$ cat src/rtl/data_gen_pkg.sv
// +--------------------------------------------------------------------------+
// | data_gen_pkg : shared mode/state encodings for the channel generator.     |
// | Revision 1.0                                                             |
// +--------------------------------------------------------------------------+
`default_nettype none

package data_gen_pkg;

  typedef enum logic [1:0] {
    COUNT_UP   = 2'd0,
    COUNT_DOWN = 2'd1,
    LFSR       = 2'd2,
    HOLD       = 2'd3
  } mode_e;

  typedef enum logic {
    WAIT_HIGH = 1'b0,
    WAIT_LOW  = 1'b1
  } ch_state_e;

  // x^32 + x^22 + x^2 + x + 1, Galois form
  localparam logic [31:0] DEFAULT_LFSR_POLY = 32'h8020_0003;

endpackage

`default_nettype wire

$ cat src/rtl/multi_channel_data_generator_if.sv
// +--------------------------------------------------------------------------+
// | multi_channel_data_generator_if : control/data bundle of the generator.   |
// | Revision 1.0                                                             |
// +--------------------------------------------------------------------------+
`default_nettype none

interface multi_channel_data_generator_if #(
  parameter int DATA_W = 32,
  parameter int NUM_CH = 4
) ();
  import data_gen_pkg::*;

  logic                     enable;
  logic [NUM_CH-1:0]        read;
  mode_e                    mode;
  logic                     load;
  logic [DATA_W-1:0]        load_value;
  logic [NUM_CH-1:0]        wrap_clr;
  logic [NUM_CH*DATA_W-1:0] data;
  logic [NUM_CH-1:0]        advanced;
  logic [NUM_CH-1:0]        wrap;

  modport master (
    output enable, read, mode, load, load_value, wrap_clr,
    input  data, advanced, wrap
  );

  modport slave (
    input  enable, read, mode, load, load_value, wrap_clr,
    output data, advanced, wrap
  );

endinterface

`default_nettype wire

$ cat src/rtl/data_gen_channel.sv
// +--------------------------------------------------------------------------+
// | data_gen_channel : one read-handshake FSM with its data word and flags.   |
// | Revision 1.0                                                             |
// +--------------------------------------------------------------------------+
`default_nettype none

module data_gen_channel
  import data_gen_pkg::*;
#(
  parameter int                DATA_W    = 32,
  parameter int                STEP      = 1,
  parameter logic [DATA_W-1:0] LFSR_POLY = DATA_W'(DEFAULT_LFSR_POLY)
) (
  input  wire logic              clock,
  input  wire logic              srst,
  input  wire logic              enable,
  input  wire logic              read,
  input  wire mode_e             mode,
  input  wire logic              load,
  input  wire logic [DATA_W-1:0] load_value,
  input  wire logic              wrap_clr,
  output logic      [DATA_W-1:0] data,
  output logic                   advanced,
  output logic                   wrap
);

  localparam logic [DATA_W-1:0] STEP_W = DATA_W'(STEP);

  ch_state_e         state;
  ch_state_e         state_next;
  logic              adv_req;
  logic [DATA_W:0]   up_sum;
  logic [DATA_W-1:0] adv_value;
  logic              adv_wrap;

  always_ff @(posedge clock) begin
    if (srst) begin
      state <= WAIT_HIGH;
    end else begin
      state <= state_next;
    end
  end

  always_comb begin
    state_next = state;
    adv_req    = 1'b0;
    if (enable) begin
      case (state)
        WAIT_HIGH: begin
          if (read) begin
            state_next = WAIT_LOW;
            adv_req    = 1'b1;
          end
        end
        WAIT_LOW: begin
          if (!read) begin
            state_next = WAIT_HIGH;
          end
        end
        default: state_next = WAIT_HIGH;
      endcase
    end
  end

  assign up_sum = {1'b0, data} + {1'b0, STEP_W};

  always_comb begin
    adv_value = data;
    adv_wrap  = 1'b0;
    case (mode)
      COUNT_UP: begin
        adv_value = up_sum[DATA_W-1:0];
        adv_wrap  = up_sum[DATA_W];
      end
      COUNT_DOWN: begin
        adv_value = data - STEP_W;
        adv_wrap  = (data < STEP_W);
      end
      LFSR: begin
        // An all-zero register would never leave zero, so kick it to 1
        if (data == '0) begin
          adv_value = {{(DATA_W-1){1'b0}}, 1'b1};
        end else begin
          adv_value = (data >> 1) ^ (data[0] ? LFSR_POLY : '0);
        end
      end
      default: adv_value = data;
    endcase
  end

  always_ff @(posedge clock) begin
    if (srst) begin
      data     <= '0;
      advanced <= 1'b0;
      wrap     <= 1'b0;
    end else begin
      advanced <= adv_req && !load;
      if (load) begin
        data <= load_value;
      end else if (adv_req) begin
        data <= adv_value;
      end
      if (adv_req && !load && adv_wrap) begin
        wrap <= 1'b1;
      end else if (enable && wrap_clr) begin
        wrap <= 1'b0;
      end
    end
  end

endmodule

`default_nettype wire

$ cat src/rtl/multi_channel_data_generator.sv
// +--------------------------------------------------------------------------+
// | multi_channel_data_generator : NUM_CH independent handshake data sources. |
// | Revision 1.0                                                             |
// +--------------------------------------------------------------------------+
`default_nettype none

module multi_channel_data_generator
  import data_gen_pkg::*;
#(
  parameter int                DATA_W    = 32,
  parameter int                NUM_CH    = 4,
  parameter int                STEP      = 1,
  parameter logic [DATA_W-1:0] LFSR_POLY = DATA_W'(DEFAULT_LFSR_POLY)
) (
  input wire logic                  clock,
  input wire logic                  srst,
  multi_channel_data_generator_if.slave bus
);

  logic [DATA_W-1:0] ch_data [NUM_CH];
  logic [NUM_CH-1:0] ch_adv;
  logic [NUM_CH-1:0] ch_wrap;

  for (genvar c = 0; c < NUM_CH; c++) begin : g_ch
    data_gen_channel #(
      .DATA_W    (DATA_W),
      .STEP      (STEP),
      .LFSR_POLY (LFSR_POLY)
    ) u_channel (
      .clock      (clock),
      .srst       (srst),
      .enable     (bus.enable),
      .read       (bus.read[c]),
      .mode       (bus.mode),
      .load       (bus.load),
      .load_value (bus.load_value),
      .wrap_clr   (bus.wrap_clr[c]),
      .data       (ch_data[c]),
      .advanced   (ch_adv[c]),
      .wrap       (ch_wrap[c])
    );
  end

  always_comb begin
    bus.data = '0;
    for (int c = 0; c < NUM_CH; c++) begin
      bus.data[c*DATA_W +: DATA_W] = ch_data[c];
    end
  end

  assign bus.advanced = ch_adv;
  assign bus.wrap     = ch_wrap;

endmodule

`default_nettype wire
$ cat src/flat_wrapper.sv
// flat-port wrapper written by rule: the top's interface ports become plain ports
module multi_channel_data_generator_flat import data_gen_pkg::*;
#(
  parameter int                DATA_W    = 32,
  parameter int                NUM_CH    = 4,
  parameter int                STEP      = 1,
  parameter logic [DATA_W-1:0] LFSR_POLY = DATA_W'(DEFAULT_LFSR_POLY)
)
  (clock, srst, bus_enable, bus_read, bus_mode, bus_load, bus_load_value, bus_wrap_clr, bus_data, bus_advanced, bus_wrap);
  multi_channel_data_generator_if #(.DATA_W(DATA_W), .NUM_CH(NUM_CH)) bus_i ();
  input wire logic clock;
  input wire logic srst;
  input wire logic [$bits(bus_i.enable)-1:0] bus_enable;
  input wire logic [$bits(bus_i.read)-1:0] bus_read;
  input wire logic [$bits(bus_i.mode)-1:0] bus_mode;
  input wire logic [$bits(bus_i.load)-1:0] bus_load;
  input wire logic [$bits(bus_i.load_value)-1:0] bus_load_value;
  input wire logic [$bits(bus_i.wrap_clr)-1:0] bus_wrap_clr;
  output wire logic [$bits(bus_i.data)-1:0] bus_data;
  output wire logic [$bits(bus_i.advanced)-1:0] bus_advanced;
  output wire logic [$bits(bus_i.wrap)-1:0] bus_wrap;
  assign bus_i.enable = bus_enable;
  assign bus_i.read = bus_read;
  assign bus_i.mode = bus_mode;
  assign bus_i.load = bus_load;
  assign bus_i.load_value = bus_load_value;
  assign bus_i.wrap_clr = bus_wrap_clr;
  assign bus_data = bus_i.data;
  assign bus_advanced = bus_i.advanced;
  assign bus_wrap = bus_i.wrap;
  multi_channel_data_generator #(.DATA_W(DATA_W), .NUM_CH(NUM_CH), .STEP(STEP), .LFSR_POLY(LFSR_POLY)) u_core (.clock(clock), .srst(srst), .bus(bus_i));
endmodule
$ cat config.mk
export PLATFORM = sky130hd
export DESIGN_NAME = multi_channel_data_generator_flat
export DESIGN_NICKNAME = d
export VERILOG_FILES = /design/src/rtl/data_gen_pkg.sv /design/src/rtl/multi_channel_data_generator_if.sv /design/src/rtl/data_gen_channel.sv /design/src/rtl/multi_channel_data_generator.sv /design/src/flat_wrapper.sv
export SDC_FILE = /design/constraint.sdc
export NUM_CORES = 1
export LEC_CHECK = 0
export CORE_ASPECT_RATIO = 1.75
export CORE_UTILIZATION = 30
export CTS_CLUSTER_DIAMETER = 40
export DETAILED_ROUTE_END_ITERATION = 6
export DONT_BUFFER_PORTS = 1
export HOLD_SLACK_MARGIN = 0.03
export PLACE_DENSITY = 0.43
export SYNTH_ARGS = -nofsm -noshare
export SYNTH_HDL_FRONTEND = slang
export SYNTH_SLANG_ARGS = --single-unit
$ cat constraint.sdc
create_clock -name clock -period 3.97 [get_ports clock]
set_input_delay 0.794 -clock clock [delete_from_list [all_inputs] [get_ports clock]]
set_output_delay 0.794 -clock clock [all_outputs]
set_load 0.03 [all_outputs]
==> reports/metrics.yaml <==
outcome: "finished, violations left"
violations: "DRC"
nFillCells: 4982
final.setup_skew_ns: 0.0109
hold_path.class: "primary input to flip-flop"
async_flop_share_pct: 0
area_growth_pct: 10.4
syn_area_um2: 13900
grt_overflow: 0
drc: 4
multiInputGateArea_um2: 10100
ys_warn_count: 0
netlist_instances: 2004
cts-hold-fix-buffers: 0
critPathKind: "flip-flop to flip-flop"
synth_area_leaders: "dfxtp_1 (20%), clkbuf_1 (6.0%), nand2_1 (4.2%)"
ctsResizeCount: 0
clk_pin_slew_ns: 0.07
routed_wirelength_um: 78300
seqCellArea_um2: 2800
synthDistinctLibCells: 83
first_global_vias: 16210
fmax_mhz: 313
synthMuxAreaShare_pct: 1.38
leakage_nw: 5.26
cts_setup_buffers: 0
num_vias: 17267
required_ns: 4.29
relSlewSlack_pct: 22.3
grt_usage_pct: 32.7
grt_start_max_net_pins: 116
antenna_found_initial: 3
max_cap_violations: 0
die_x_um: 165
end_kind: "flip-flop"
core_um2: 45900
synth_top_family_by_area: "simple AND/OR/NAND/NOR gates"
powerDensity_nw_per_um2: 381
synth-adder-area-share_pct: 1.35
whs_ns: 0.437
nNetsFinal: 1965
synthFlopType: "dfxtp_1"
ctsLongestPathBuffers: 2
yosys.area.top_type: "dfxtp_1"
worst_slew_pin_slew_ns: 1.17
min_period_over_period_pct: 80.4
via_per_inst: 6.90
final_max_slew_viol_count: 0
htree_levels: 4
numCtsBuffers: 17
place_hpwl_um: 55400
clock-sinks: 140
hold_viol_final: 0
synth_compound_area_share_pct: 30.3
synth_edf_count: 0
io_pins: 182
yosys.area.top_type_share_pct: 20.1
syn_nets: 2065
rows: 104
die-height_um: 287
finalSetupTns_ns: 0
postRouteAntennaNets: 0
worst-path-max-fanout: 12
synth-seq-cells: 140
synth_most_common_cell: "clkbuf_1"
portBuffers: 0
place_congestion: 0.916
synthSimpleGateAreaFrac_pct: 31.4
drt_iter0_drc: 1660
fp.dieArea_um2: 47300
drive_above_1_share_pct: 10.8
vdd_drop_max_mv: 0.345
clk_latency_ns: 0.47
finalSetupViolations: 0
synth_xor_area_share_pct: 7.36
synth_common_cells: "clkbuf_1 (221), nand2_1 (155), nor2_1 (155)"
initial_core_util_pct: 30.3
rsz0062_at_grt: "false"
post-route-min-period_ns: 3.19
cts_tree: "yes"
routedWlPerCell_um: 31.3
syn_area_per_cell_um2: 6.95
timing.rr.start: "u_core.g_ch[0].u_channel.data[13]$_SDFFE_PP0P_"
arrival_ns: 3.51
cp-start-kind: "flip-flop"
grt_pass1_wl_um: 113000
min-delay-start: "srst"
synth_seq_area_share_pct: 20.1
clock-root-buffer: "clkbuf_16"
dr.pass1.iters: 7
cp-startpoint: "u_core.g_ch[0].u_channel.data[13]$_SDFFE_PP0P_"
## cells by family (layout without fill, tap and decap cells)
family	after synthesis	in the layout
mux	19	19
simple gates	827	827
xor+xnor	117	117
compound gates	602	602
flops	140	140
other cells	0	5
buf+inv	284	196
fa+ha+maj	15	15
## final cells by class
cell class	count	share of cell area [%]
Antenna cell	5	0.0814
Clock inverter	11	0.928
Tap cell	583	4.74
Inverter	32	0.781
Sequential cell	140	18.2
Timing Repair Buffer	133	6.74
Multi-Input combinational cell	1580	65.5
Clock buffer	20	3.04
## path summary, 6_finish.rpt
kind / endpoint / slack [ns] / cells past startpoint
worst max-delay path: u_core.g_ch[0].u_channel.data[22]$_SDFFE_PP0P_ / 0.78 / 6
worst min-delay path: u_core.g_ch[3].u_channel.data[0]$_SDFFE_PP0P_ / 0.44 / 1
worst min register to register: u_core.g_ch[1].u_channel.state$_SDFFE_PP0P_ / 0.49 / 2
worst max register to register: u_core.g_ch[0].u_channel.data[22]$_SDFFE_PP0P_ / 0.78 / 6
## metal layers
layer | vias to the layer above | GRT usage (%) | share of wire [%]
met1 | 8489 | 36.1 | 36
met3 | 270 | 8.31 | 9.3
met4 | 0 | 25.3 | 8.2
li1 | 7448 | - | -
met2 | 1060 | 53.0 | 47
met5 | - | 0 | 0
## stage by stage
stage | total power [mW] | std cells | setup slack, ns | utilization [%] | instance area, um^2
after floorplan | 3.28 | 2004 | 0.918 | - | 13900
after global placement | 4.02 | 2468 | 0.698 | 32.1 | 14800
after detailed placement | 4.03 | 2468 | 0.675 | 32.1 | 14800
after CTS | 5.83 | 2499 | 0.887 | 33.4 | 15400
after global routing | 6.06 | 2502 | 0.547 | 33.5 | 15400
final | 5.86 | 2504 | 0.777 | 33.5 | 15400
## where the power goes
group | switching, mW | internal (mW) | leakage [nW]
clock network | 0.779 | 1.03 | 0.298
registers | 0.373 | 1.53 | 1.16
logic | 1.45 | 0.690 | 3.80
## worst max-delay path: stages, from the launching register on
cell,delay [ns]
dfxtp_1,0.73
nand4_1,0.28
nor4_2,0.87
and2_1,0.36
nand3_1,0.12
xor2_1,0.18
a2111oi_0,0.50
## registers in the layout, indices dropped and copies added (netlist names)
register / count
u_core.g_ch.u_channel.data: 128
u_core.g_ch.u_channel.wrap: 4
u_core.g_ch.u_channel.state: 4
u_core.g_ch.u_channel.advanced: 4
## placed cells by master (no fill, tap or decap), types with 11 or more instances in the layout
| cell | netlist | layout |
|---|---|---|
| nor2_1 | 155 | 155 |
| nand2_1 | 155 | 154 |
| dfxtp_1 | 140 | 140 |
| buf_4 | 8 | 130 |
| nand3_1 | 112 | 112 |
| a21oi_1 | 107 | 104 |
| o21ai_0 | 102 | 102 |
| nor3_1 | 90 | 90 |
| nand4_1 | 80 | 80 |
| xnor2_1 | 60 | 60 |
| xor2_1 | 57 | 57 |
| nor4_1 | 52 | 52 |
| a221oi_1 | 45 | 45 |
| a31oi_1 | 38 | 38 |
| and3_1 | 30 | 30 |
| inv_1 | 31 | 29 |
| o211ai_1 | 28 | 28 |
| and4_1 | 24 | 24 |
| or4_1 | 24 | 24 |
| a22oi_1 | 24 | 24 |
| a221o_1 | 24 | 24 |
| o221ai_1 | 23 | 23 |
| o22ai_1 | 23 | 23 |
| a211oi_1 | 22 | 22 |
| or3_1 | 19 | 19 |
| and2_1 | 18 | 17 |
| o21a_1 | 17 | 17 |
| mux2i_1 | 17 | 17 |
| clkbuf_16 | 0 | 17 |
| a21boi_0 | 16 | 16 |
| a21o_1 | 13 | 13 |
| o32ai_1 | 12 | 12 |
| ha_1 | 15 | 12 |
| or2_2 | 11 | 11 |
| a32o_1 | 11 | 11 |
| a2111oi_0 | 11 | 11 |
Power figures use the tool's default switching activity.
